--- src/rtl/cs_cfg_pkg.sv ---
// Shared register map, unlock key values and unlock FSM state type for cs_config_ctrl.
// Pure declarations: no latency, no flow control.
package cs_cfg_pkg;

    localparam int NUM_CH = 4;

    localparam logic [4:0] ADDR_ENABLE   = 5'h10;
    localparam logic [4:0] ADDR_KEY      = 5'h11;
    localparam logic [4:0] ADDR_COMMIT   = 5'h12;
    localparam logic [4:0] ADDR_STATUS   = 5'h13;
    localparam logic [4:0] ADDR_CONFLICT = 5'h14;

    localparam logic [7:0] KEY_FIRST  = 8'hA5;
    localparam logic [7:0] KEY_SECOND = 8'h5A;

    typedef enum logic [1:0] {
        ST_LOCKED,
        ST_KEY1,
        ST_UNLOCKED,
        ST_COMMIT_WAIT
    } lock_state_e;

    // One-hot of the lowest set bit; lower channel index wins arbitration.
    function automatic logic [NUM_CH-1:0] lowest_hit(input logic [NUM_CH-1:0] hit);
        logic [NUM_CH-1:0] neg;
        neg = ~hit + {{(NUM_CH-1){1'b0}}, 1'b1};
        return hit & neg;
    endfunction

endpackage

--- src/rtl/cs_conflict_counter.sv ---
// Flags multi-channel decoder overlap during PHI2 high and counts it at PHI2 fall.
// Count updates one clk after the falling PHI2 sample; saturates at 8'hFF; clear beats increment.
module cs_conflict_counter (
    input  logic       clk,
    input  logic       rstN,
    input  logic       phi2,
    input  logic [3:0] hit,
    input  logic       clr,
    output logic       flag,
    output logic [7:0] count
);

    logic       phi2_q, phi2_d;
    logic       flag_q, flag_d;
    logic [7:0] count_q, count_d;
    logic       multi_hit;
    logic       phi2_fall;

    always_comb begin
        multi_hit = (hit & (hit - 4'd1)) != 4'd0;
        phi2_fall = phi2_q & ~phi2;
        phi2_d    = phi2;
        flag_d    = flag_q;
        count_d   = count_q;

        if (phi2_fall) begin
            flag_d = 1'b0;
            if (flag_q && (count_q != 8'hFF)) begin
                count_d = count_q + 8'd1;
            end
        end else if (phi2 && multi_hit) begin
            flag_d = 1'b1;
        end

        if (clr) begin
            count_d = 8'h00;
        end
    end

    always_ff @(posedge clk or negedge rstN) begin
        if (!rstN) begin
            phi2_q  <= 1'b0;
            flag_q  <= 1'b0;
            count_q <= 8'h00;
        end else begin
            phi2_q  <= phi2_d;
            flag_q  <= flag_d;
            count_q <= count_d;
        end
    end

    assign flag  = flag_q;
    assign count = count_q;

endmodule

--- src/rtl/cs_config_ctrl.sv ---
// Key-protected chip-select config: shadow regs committed to active set on a PHI2-low edge, plus CE arbitration.
// Reads and ceN are combinational; writes take effect next clk; no backpressure (writes outside the FSM window are dropped).
module cs_config_ctrl
    import cs_cfg_pkg::*;
#(
    parameter logic [15:0] CH0_MASK = 16'hE000,
    parameter logic [15:0] CH0_PAT  = 16'hE000,
    parameter logic [3:0]  EN_RST   = 4'b0001
) (
    input  logic        clk,
    input  logic        rstN,
    input  logic        PHI2,
    input  logic        wr_en,
    input  logic [4:0]  wr_addr,
    input  logic [7:0]  wr_data,
    input  logic [4:0]  rd_addr,
    output logic [7:0]  rd_data,
    output logic [63:0] cfg_mask,
    output logic [63:0] cfg_pat,
    input  logic [3:0]  dec_ceN,
    output logic [3:0]  ceN,
    output logic        locked
);

    // Shadow byte 4n..4n+3 = mask lo, mask hi, pat lo, pat hi of channel n.
    localparam logic [127:0] SHADOW_RST = {96'd0, CH0_PAT, CH0_MASK};

    lock_state_e   state_q, state_d;
    logic [127:0]  shadow_q, shadow_d;
    logic [3:0]    en_sh_q, en_sh_d;
    logic [63:0]   act_mask_q, act_mask_d;
    logic [63:0]   act_pat_q, act_pat_d;
    logic [3:0]    act_en_q, act_en_d;

    logic          wr_key;
    logic          conflict_clr;
    logic          conflict_flag;
    logic [7:0]    conflict_count;
    logic [3:0]    ce_hit;

    always_comb begin
        state_d    = state_q;
        shadow_d   = shadow_q;
        en_sh_d    = en_sh_q;
        act_mask_d = act_mask_q;
        act_pat_d  = act_pat_q;
        act_en_d   = act_en_q;
        wr_key     = wr_en && (wr_addr == ADDR_KEY);

        case (state_q)
            ST_LOCKED: begin
                if (wr_key && (wr_data == KEY_FIRST)) begin
                    state_d = ST_KEY1;
                end
            end
            ST_KEY1: begin
                // Anything but the second key byte aborts the sequence.
                if (wr_en) begin
                    state_d = (wr_key && (wr_data == KEY_SECOND)) ? ST_UNLOCKED : ST_LOCKED;
                end
            end
            ST_UNLOCKED: begin
                if (wr_en) begin
                    if (!wr_addr[4]) begin
                        shadow_d[{wr_addr[3:0], 3'b000} +: 8] = wr_data;
                    end else if (wr_addr == ADDR_ENABLE) begin
                        en_sh_d = wr_data[3:0];
                    end else if (wr_addr == ADDR_KEY) begin
                        state_d = ST_LOCKED;
                    end else if ((wr_addr == ADDR_COMMIT) && wr_data[0]) begin
                        state_d = ST_COMMIT_WAIT;
                    end
                end
            end
            ST_COMMIT_WAIT: begin
                // Active set only moves while PHI2 is low so a bus cycle never sees a half-updated map.
                if (!PHI2) begin
                    for (int n = 0; n < NUM_CH; n++) begin
                        act_mask_d[16*n +: 16] = shadow_q[32*n +: 16];
                        act_pat_d[16*n +: 16]  = shadow_q[32*n+16 +: 16];
                    end
                    act_en_d = en_sh_q;
                    state_d  = ST_LOCKED;
                end
            end
            default: state_d = ST_LOCKED;
        endcase
    end

    always_ff @(posedge clk or negedge rstN) begin
        if (!rstN) begin
            state_q    <= ST_LOCKED;
            shadow_q   <= SHADOW_RST;
            en_sh_q    <= EN_RST;
            act_mask_q <= {48'd0, CH0_MASK};
            act_pat_q  <= {48'd0, CH0_PAT};
            act_en_q   <= EN_RST;
        end else begin
            state_q    <= state_d;
            shadow_q   <= shadow_d;
            en_sh_q    <= en_sh_d;
            act_mask_q <= act_mask_d;
            act_pat_q  <= act_pat_d;
            act_en_q   <= act_en_d;
        end
    end

    assign conflict_clr = wr_en && (wr_addr == ADDR_CONFLICT);
    assign ce_hit       = act_en_q & ~dec_ceN;

    cs_conflict_counter u_conflict (
        .clk   (clk),
        .rstN  (rstN),
        .phi2  (PHI2),
        .hit   (ce_hit),
        .clr   (conflict_clr),
        .flag  (conflict_flag),
        .count (conflict_count)
    );

    assign ceN      = ~lowest_hit(ce_hit);
    assign cfg_mask = act_mask_q;
    assign cfg_pat  = act_pat_q;
    assign locked   = (state_q != ST_UNLOCKED);

    always_comb begin
        rd_data = 8'h00;
        if (!rd_addr[4]) begin
            rd_data = shadow_q[{rd_addr[3:0], 3'b000} +: 8];
        end else begin
            case (rd_addr)
                ADDR_ENABLE:   rd_data = {4'b0000, en_sh_q};
                ADDR_STATUS:   rd_data = {5'b00000, conflict_flag,
                                          (state_q == ST_COMMIT_WAIT), locked};
                ADDR_CONFLICT: rd_data = conflict_count;
                default:       rd_data = 8'h00;
            endcase
        end
    end

endmodule

--- config.mk ---
export PLATFORM = sky130hd
export DESIGN_NAME = cs_config_ctrl
export DESIGN_NICKNAME = d
export VERILOG_FILES = /design/src/rtl/cs_cfg_pkg.sv /design/src/rtl/cs_conflict_counter.sv /design/src/rtl/cs_config_ctrl.sv
export SDC_FILE = /design/constraint.sdc
export NUM_CORES = 1
export LEC_CHECK = 0
export ABC_AREA = 1
export CORE_ASPECT_RATIO = 0.9
export CORE_MARGIN = 10
export CORE_UTILIZATION = 45
export CTS_CLUSTER_SIZE = 10
export DETAILED_ROUTE_END_ITERATION = 8
export DONT_BUFFER_PORTS = 1
export MAX_ROUTING_LAYER = met4
export PLACE_DENSITY_LB_ADDON = 0.08
export SETUP_SLACK_MARGIN = 0.15
export SYNTH_ARGS = -nofsm -noshare
export SYNTH_HDL_FRONTEND = slang
export SYNTH_SLANG_ARGS = --single-unit
--- constraint.sdc ---
create_clock -name clk -period 4.9 [get_ports clk]
set_input_delay 0.49 -clock clk [delete_from_list [all_inputs] [get_ports clk]]
set_output_delay 0.49 -clock clk [all_outputs]
set_load 0.01 [all_outputs]
==> implementation parameters, run 1 <==
Parameter                              Value

Status
  Status ... complete, but fails checks
  Violated checks ... negative hold slack

Power and ir drop
  Switching power of the nets ... 1170 uW
  Peak supply drop ... 0.231 mV
  Internal power ... 3780 uW
  Leakage power summed over all cells ... 0.00656 uW
  Sequential Power Share ... 47.2%
  Clock network fraction of design power ... 47.5%
  Power per cell area ... 354 nW/um^2
  Proportion of power drawn by combinational gates ... 5.3%
  Switching Fraction ... 23.7%

STA
  Final number of setup-violating endpoints ... 0
  Unrepaired setup endpoints after global routing ... false
  Final clock skew ... 14.0 ps
  Post-route worst hold slack ... -316 ps
  Number of failing hold endpoints at the final stage ... 269
  Worst-case setup margin in the final layout ... 2220 ps
  Highest Clock Rate ... 373 MHz
  Final critical-path required period ... 2680 ps
  Slew headroom ... 28.5%
  Final period util ... 54.8%
  Slew of the pin with the lowest slew margin ... 1070 ps
  Slew Limit Fails ... 0
  Final total negative setup slack ... 0 ps

Routing
  Detailed-route via count ... 10167
  Total length of routed wires ... 40.5 mm
  Number of DRC markers after the initial detailed-route iteration ... 913
  Post-route antenna net violation count ... 0
  DR vias/cell ... 5.28
  DR WL/cell ... 21.0 um
  Count of TritonRoute iterations in the first routing pass ... 7
  DRC violation count after routing ... 0

Finish
  Most frequent cells in the layout ... sky130_fd_sc_hd__nand2_1, sky130_fd_sc_hd__dfrtp_1, sky130_fd_sc_hd__inv_1
  Layout overhead on the synthesized area ... 9.41%
  Diode insertion count for antenna repair ... 0
  Post-route cell area ... 14000 um^2
  Net count reported at finish ... 1575
  Leading cell type in the layout, fill and taps excluded ... sky130_fd_sc_hd__nand2_1
  Final std cells w/o fill ... 1925
  Layout cell share with drive strength beyond 1 ... 6.65%

CTS
  Quantity of gates resized following cts ... 0
  CTS tree ... built
  CTS root buffer ... sky130_fd_sc_hd__clkbuf_16
  Latest clock arrival within the worst-skew pair ... 510 ps
  Clk buf depth ... 3
  # clock sinks ... 276
  Number of buffers added by the clock tree synthesis step ... 34
  H-tree levels ... 2
  Clk pin slew, worst setup/hold paths ... 50 ps

Die
  Starting density of the core ... 45.7%
  Horiz. Die Dim ... 198 um
  Number of I/O pins ... 167
  Die footprint ... 35600 um^2
  Core Area ... 28000 um^2
  Die height ... 180 um
  Number of cell rows ... 58

Setup path
  CP Class ... primary input to primary output
  CP Data Required Time ... 4410 ps
  Register-to-Register Setup Slack ... 2690 ps
  Element type at the critical path end ... primary output
  Endpoint of the worst register-to-register path ... shadow_q[113]
  Type of origin of the critical path ... primary input
  CP Launch Point ... rd_addr[1]
  Peak fanout along the critical path ... 35
  Logic depth of the worst register-to-register path ... 7
  Crit path arrival time ... 2190 ps
  Reg2reg start ... state_q[0]
  Crit path to ... rd_data[3]

Place
  Detailed placement HPWL ... 28.9 mm
  Placed Cells incl. Taps ... 1867
  Worst slack at placement ... 1940 ps
  Post-place instance area ... 13000 um^2
  Port Buffer Count ... 0
  Last weighted congestion value of the routability-driven placer ... 0.989

Synthesis
  Synth Register Bits ... 276
  Post-synthesis area per instance ... 8.12 um^2
  Net Count, Synth ... 1606
  Fraction of the yosys area taken by sequential cells ... 54.1%
  Synth async-reset ratio ... 100%
  Post-synth EDFFs ... 0
  Post-synthesis cell type count ... 36
  Area fraction of the dominant cell type after synthesis ... 51.3%
  Syn Std Cell Area ... 12800 um^2
  Cell count after synthesis ... 1575
  Leading cell types by total area after synthesis ... sky130_fd_sc_hd__dfrtp_1, sky130_fd_sc_hd__nand2_1, sky130_fd_sc_hd__o21ai_0
  Yosys warnings ... 0
  Largest area contributor in the synthesized netlist ... sky130_fd_sc_hd__dfrtp_1
  Most frequently used flop master after synthesis ... sky130_fd_sc_hd__dfrtp_1

Global route
  First-pass GRT wire length ... 62.2 mm
  Layer carrying the most global-route usage ... met2
  GR Layer Usage met3 ... 6.46%
  Number of global-route vias before repair ... 10012
  GRT Total Usage ... 23.4%
  Final global-route overflow total ... 0
  Met2 usage ... 34.2%
  Met1 track demand over resource ... 31.0%
  Maximum number of pins on one net before global-route repair ... 277
  Antenna violations before repair ... 0

Min path
  Min-Delay Path Class ... primary input to asynchronous set/reset pin

Run
  Number of max-cap violations ... 0
==> final cells by class <==
type / count / area, um^2
clock inverters: 2 / 10.0
fillers: 2781 / 14000
inverters: 211 / 792
well taps: 360 / 450
repair buffers: 5 / 52.6
flip-flops and latches: 276 / 6920
clock buffers: 55 / 1010
multi-input cells: 1016 / 4750
==> how the worst min path moves through the flow <==
stage	startpoint	endpoint	cells past startpoint
after global placement	rstN	cfg_pat[26]	0
after CTS	rstN	cfg_pat[26]	0
final	rstN	cfg_pat[31]	0
after floorplan	rstN	act_en_q[1]	0
after global routing	rstN	cfg_pat[8]	0
after detailed placement	rstN	cfg_pat[26]	0
==> synthesized netlist by cell type, types with 10 or more instances <==
library cell and instances:
sky130_fd_sc_hd__nand4_1 15, sky130_fd_sc_hd__nand3_1 122, sky130_fd_sc_hd__o21ai_1 51, sky130_fd_sc_hd__nand2_1 526, sky130_fd_sc_hd__nor3_1 17, sky130_fd_sc_hd__dfstp_2 14
sky130_fd_sc_hd__o21ai_0 194, sky130_fd_sc_hd__inv_1 203, sky130_fd_sc_hd__dfrtp_1 262, sky130_fd_sc_hd__nor2_1 31, sky130_fd_sc_hd__clkbuf_1 47, sky130_fd_sc_hd__buf_2 10
==> layer usage <==
layer  routed length (um)  vias up
li1                     -     4908
met1                18200     4845
met2                17700      341
met3                 3470       73
met4                 1140        0
met5                    0        -
==> flip-flops by register name (all words and copies together), names as in the netlist <==
name,flops
state_q,2
shadow_q,128
cfg_pat,64
cfg_mask,64
en_sh_q,4
u_conflict.phi2_q,1
u_conflict.count,8
u_conflict.flag,1
act_en_q,4
==> per-stage QoR <==
step           hold slack [ps]  util, %  total power, uW
6_report                  -316     50.0             4960
5_1_grt                   -330     50.0             5140
4_1_cts                   -326     49.9             5000
3_5_place_dp               208     46.3             2640
3_3_place_gp               207     46.3             2630
2_1_floorplan              194        -             2570
==> logic make-up after synthesis <==
| kind of cell | share of synthesized area (%) |
|---|---|
| AOI/OAI and AO/OA | 10.6 |
| xor gates and xnor gates | 0.274 |
| adders and majority gates | 0.489 |
| buffers and inverters | 8.81 |
| DFF | 54.1 |
| and+or+nand+nor | 25.7 |
==> critical path, stage by stage <==
cell and delay (ps):
sky130_fd_sc_hd__inv_1 760, sky130_fd_sc_hd__nand3_1 270, sky130_fd_sc_hd__nand2_1 140, sky130_fd_sc_hd__nand2_1 70, sky130_fd_sc_hd__nand2_1 90, sky130_fd_sc_hd__inv_1 80, sky130_fd_sc_hd__nand2_1 70, sky130_fd_sc_hd__nand2_1 50
sky130_fd_sc_hd__nand2_1 150
==> power by group through the flow <==
stage | Sequential [uW] | Combinational [uW] | Clock [uW]
6_report | 2340 | 264 | 2360
5_1_grt | 2340 | 296 | 2500
4_1_cts | 2340 | 261 | 2400
3_5_place_dp | 2380 | 259 | 0
3_3_place_gp | 2380 | 256 | 0
2_1_floorplan | 2370 | 201 | 0
==> timing repair <==
| action | in CTS | in global routing |
|---|---|---|
| buffers inserted | 0 | 0 |
| endpoints found under the hold margin | 276 | 277 |
| endpoints found under the setup margin | 0 | 0 |
(Power assumes the default switching activity.)
==> run 2, diff against run 1 <==
==> constraint.sdc (replaced) <==
create_clock -name clk -period 2.45 [get_ports clk]
set_input_delay 0.245 -clock clk [delete_from_list [all_inputs] [get_ports clk]]
set_output_delay 0.245 -clock clk [all_outputs]
set_load 0.01 [all_outputs]
==> run 2 against run 1 <==
The flow still finishes with violations (negative hold slack). Wire length increased by 1.7%. Total power rose by 99%. Register-to-register slack got worse by 2400 ps. Setup slack worse by 1900 ps. Clock power is 96% higher. Die area did not move. Hold slack worse by 250 ps. Critical endpoint is now rd_data[5]. Largest power group is now registers. Highest routed layer unchanged.
==> implementation parameters, run 2 (synthesis gave the netlist of run 1 again) <==
Parameter                              Value

Status
  Status ... complete, but fails checks
  Violated checks ... negative hold slack

Die
  Starting density of the core ... 45.7%
  Die footprint ... 35600 um^2
  Number of cell rows ... 58
  Die height ... 180 um
  Horiz. Die Dim ... 198 um
  Number of I/O pins ... 167
  Core Area ... 28000 um^2

Routing
  Number of DRC markers after the initial detailed-route iteration ... 939
  DR WL/cell ... 21.1 um
  Total length of routed wires ... 41.2 mm
  DRC violation count after routing ... 0
  DR vias/cell ... 5.34
  Detailed-route via count ... 10395
  Post-route antenna net violation count ... 0
  Count of TritonRoute iterations in the first routing pass ... 6

STA
  Final total negative setup slack ... 0 ps
  Unrepaired setup endpoints after global routing ... false
  Number of failing hold endpoints at the final stage ... 275
  Final critical-path required period ... 2150 ps
  Final clock skew ... 12.0 ps
  Slew headroom ... 39.4%
  Final period util ... 87.7%
  Post-route worst hold slack ... -568 ps
  Final number of setup-violating endpoints ... 0
  Slew Limit Fails ... 0
  Highest Clock Rate ... 465 MHz
  Slew of the pin with the lowest slew margin ... 909 ps

Finish
  Leading cell type in the layout, fill and taps excluded ... sky130_fd_sc_hd__nand2_1
  Layout overhead on the synthesized area ... 11.2%
  Post-Route Utilization ... 50.8%
  Diode insertion count for antenna repair ... 0
  Largest reg by FF count ... shadow_q
  Net count reported at finish ... 1596
  Flip-flop count of the largest register after layout ... 128
  Most frequent cells in the layout ... sky130_fd_sc_hd__nand2_1, sky130_fd_sc_hd__dfrtp_1, sky130_fd_sc_hd__inv_1
  Layout filler cell count ... 2748
  Layout cell share with drive strength beyond 1 ... 7.43%

CTS
  Number of buffers added by the clock tree synthesis step ... 34
  Hold buffers post-CTS ... 9
  Clk buf depth ... 3
  Quantity of gates resized following cts ... 0
  CTS root buffer ... sky130_fd_sc_hd__clkbuf_16
  Latest clock arrival within the worst-skew pair ... 520 ps
  # clock sinks ... 276
  Clk pin slew, worst setup/hold paths ... 50 ps
  Post-CTS setup buffer count ... 0
  H-tree levels ... 2
  CTS tree ... built

Global route
  Maximum number of pins on one net before global-route repair ... 277
  Final global-route overflow total ... 0
  Antenna violations before repair ... 0
  First-pass GRT wire length ... 63.0 mm
  Number of global-route vias before repair ... 10018
  GRT Total Usage ... 23.7%

Setup path
  Type of origin of the critical path ... register
  Element type at the critical path end ... primary output
  Crit path arrival time ... 1900 ps
  CP Class ... register to primary output
  Peak fanout along the critical path ... 2
  CP Data Required Time ... 2200 ps

Power and ir drop
  Peak supply drop ... 0.385 mV
  Total chip power ... 9870 uW
  Power per cell area ... 694 nW/um^2
  Leakage power summed over all cells ... 0.00667 uW

Place
  Detailed placement HPWL ... 29.5 mm
  Last weighted congestion value of the routability-driven placer ... 0.951
  Port Buffer Count ... 0

Run
  Number of max-cap violations ... 0

Min path
  Min-Delay Path Class ... primary input to asynchronous set/reset pin
==> run 2: layout make-up <==
type                    count  area, um^2  share of cell area [%]
clock buffers              56         983                    6.91
multi-input cells        1016        4750                    33.4
clock inverters             3        33.8                   0.237
inverters                 211         792                    5.57
flip-flops and latches    276        6920                    48.7
repair buffers             26         293                    2.06
well taps                 360         450                    3.17
==> run 2: critical path: stages (launching register included) <==
cell and delay (ps):
sky130_fd_sc_hd__dfstp_2 530, sky130_fd_sc_hd__inv_1 50, sky130_fd_sc_hd__nand2_1 50, sky130_fd_sc_hd__nand3_1 160, sky130_fd_sc_hd__nand2_1 110, sky130_fd_sc_hd__nand2_1 50
sky130_fd_sc_hd__nand2_1 50, sky130_fd_sc_hd__inv_1 80, sky130_fd_sc_hd__nand2_1 100, sky130_fd_sc_hd__nand2_1 50, sky130_fd_sc_hd__nand2_1 160
==> run 2: path summary, 6_finish.rpt <==
kind / startpoint / endpoint / slack, ps / cells after the start
max in group asynchronous: rstN / u_conflict.count[5] / 2260 / 0
max: shadow_q[29] / rd_data[5] / 300 / 10
min in group clk: wr_data[6] / shadow_q[118] / 40 / 2
max reg2reg: state_q[0] / shadow_q[118] / 310 / 7
min: rstN / cfg_pat[31] / -570 / 0
min reg2reg: shadow_q[15] / shadow_q[15] / 460 / 2
==> run 2: where the power goes <==
part	internal, uW	leakage (uW)	switching [uW]	total (uW)
combinational	168	0.00257	397	565
sequential	4610	0.00360	77.0	4680
clock	2740	0.000491	1880	4620
total	7520	0.00667	2360	9870
==> run 2: per-layer routing <==
layer  part of all wire, %  GRT usage, %  vias to the layer above
li1                      -             -                     4981
met1                    44          32.0                     4948
met2                    44          34.2                      380
met3                   9.4          6.12                       86
met4                   3.1          7.71                        0
met5                     0             -                        -
==> run 2: stage by stage <==
step,cells,instance area (um^2),worst slack (ps)
after floorplan,1575,12800,319
after global placement,1880,13100,426
after detailed placement,1880,13100,342
after CTS,1948,14200,326
after global routing,1948,14200,211
final,1948,14200,302
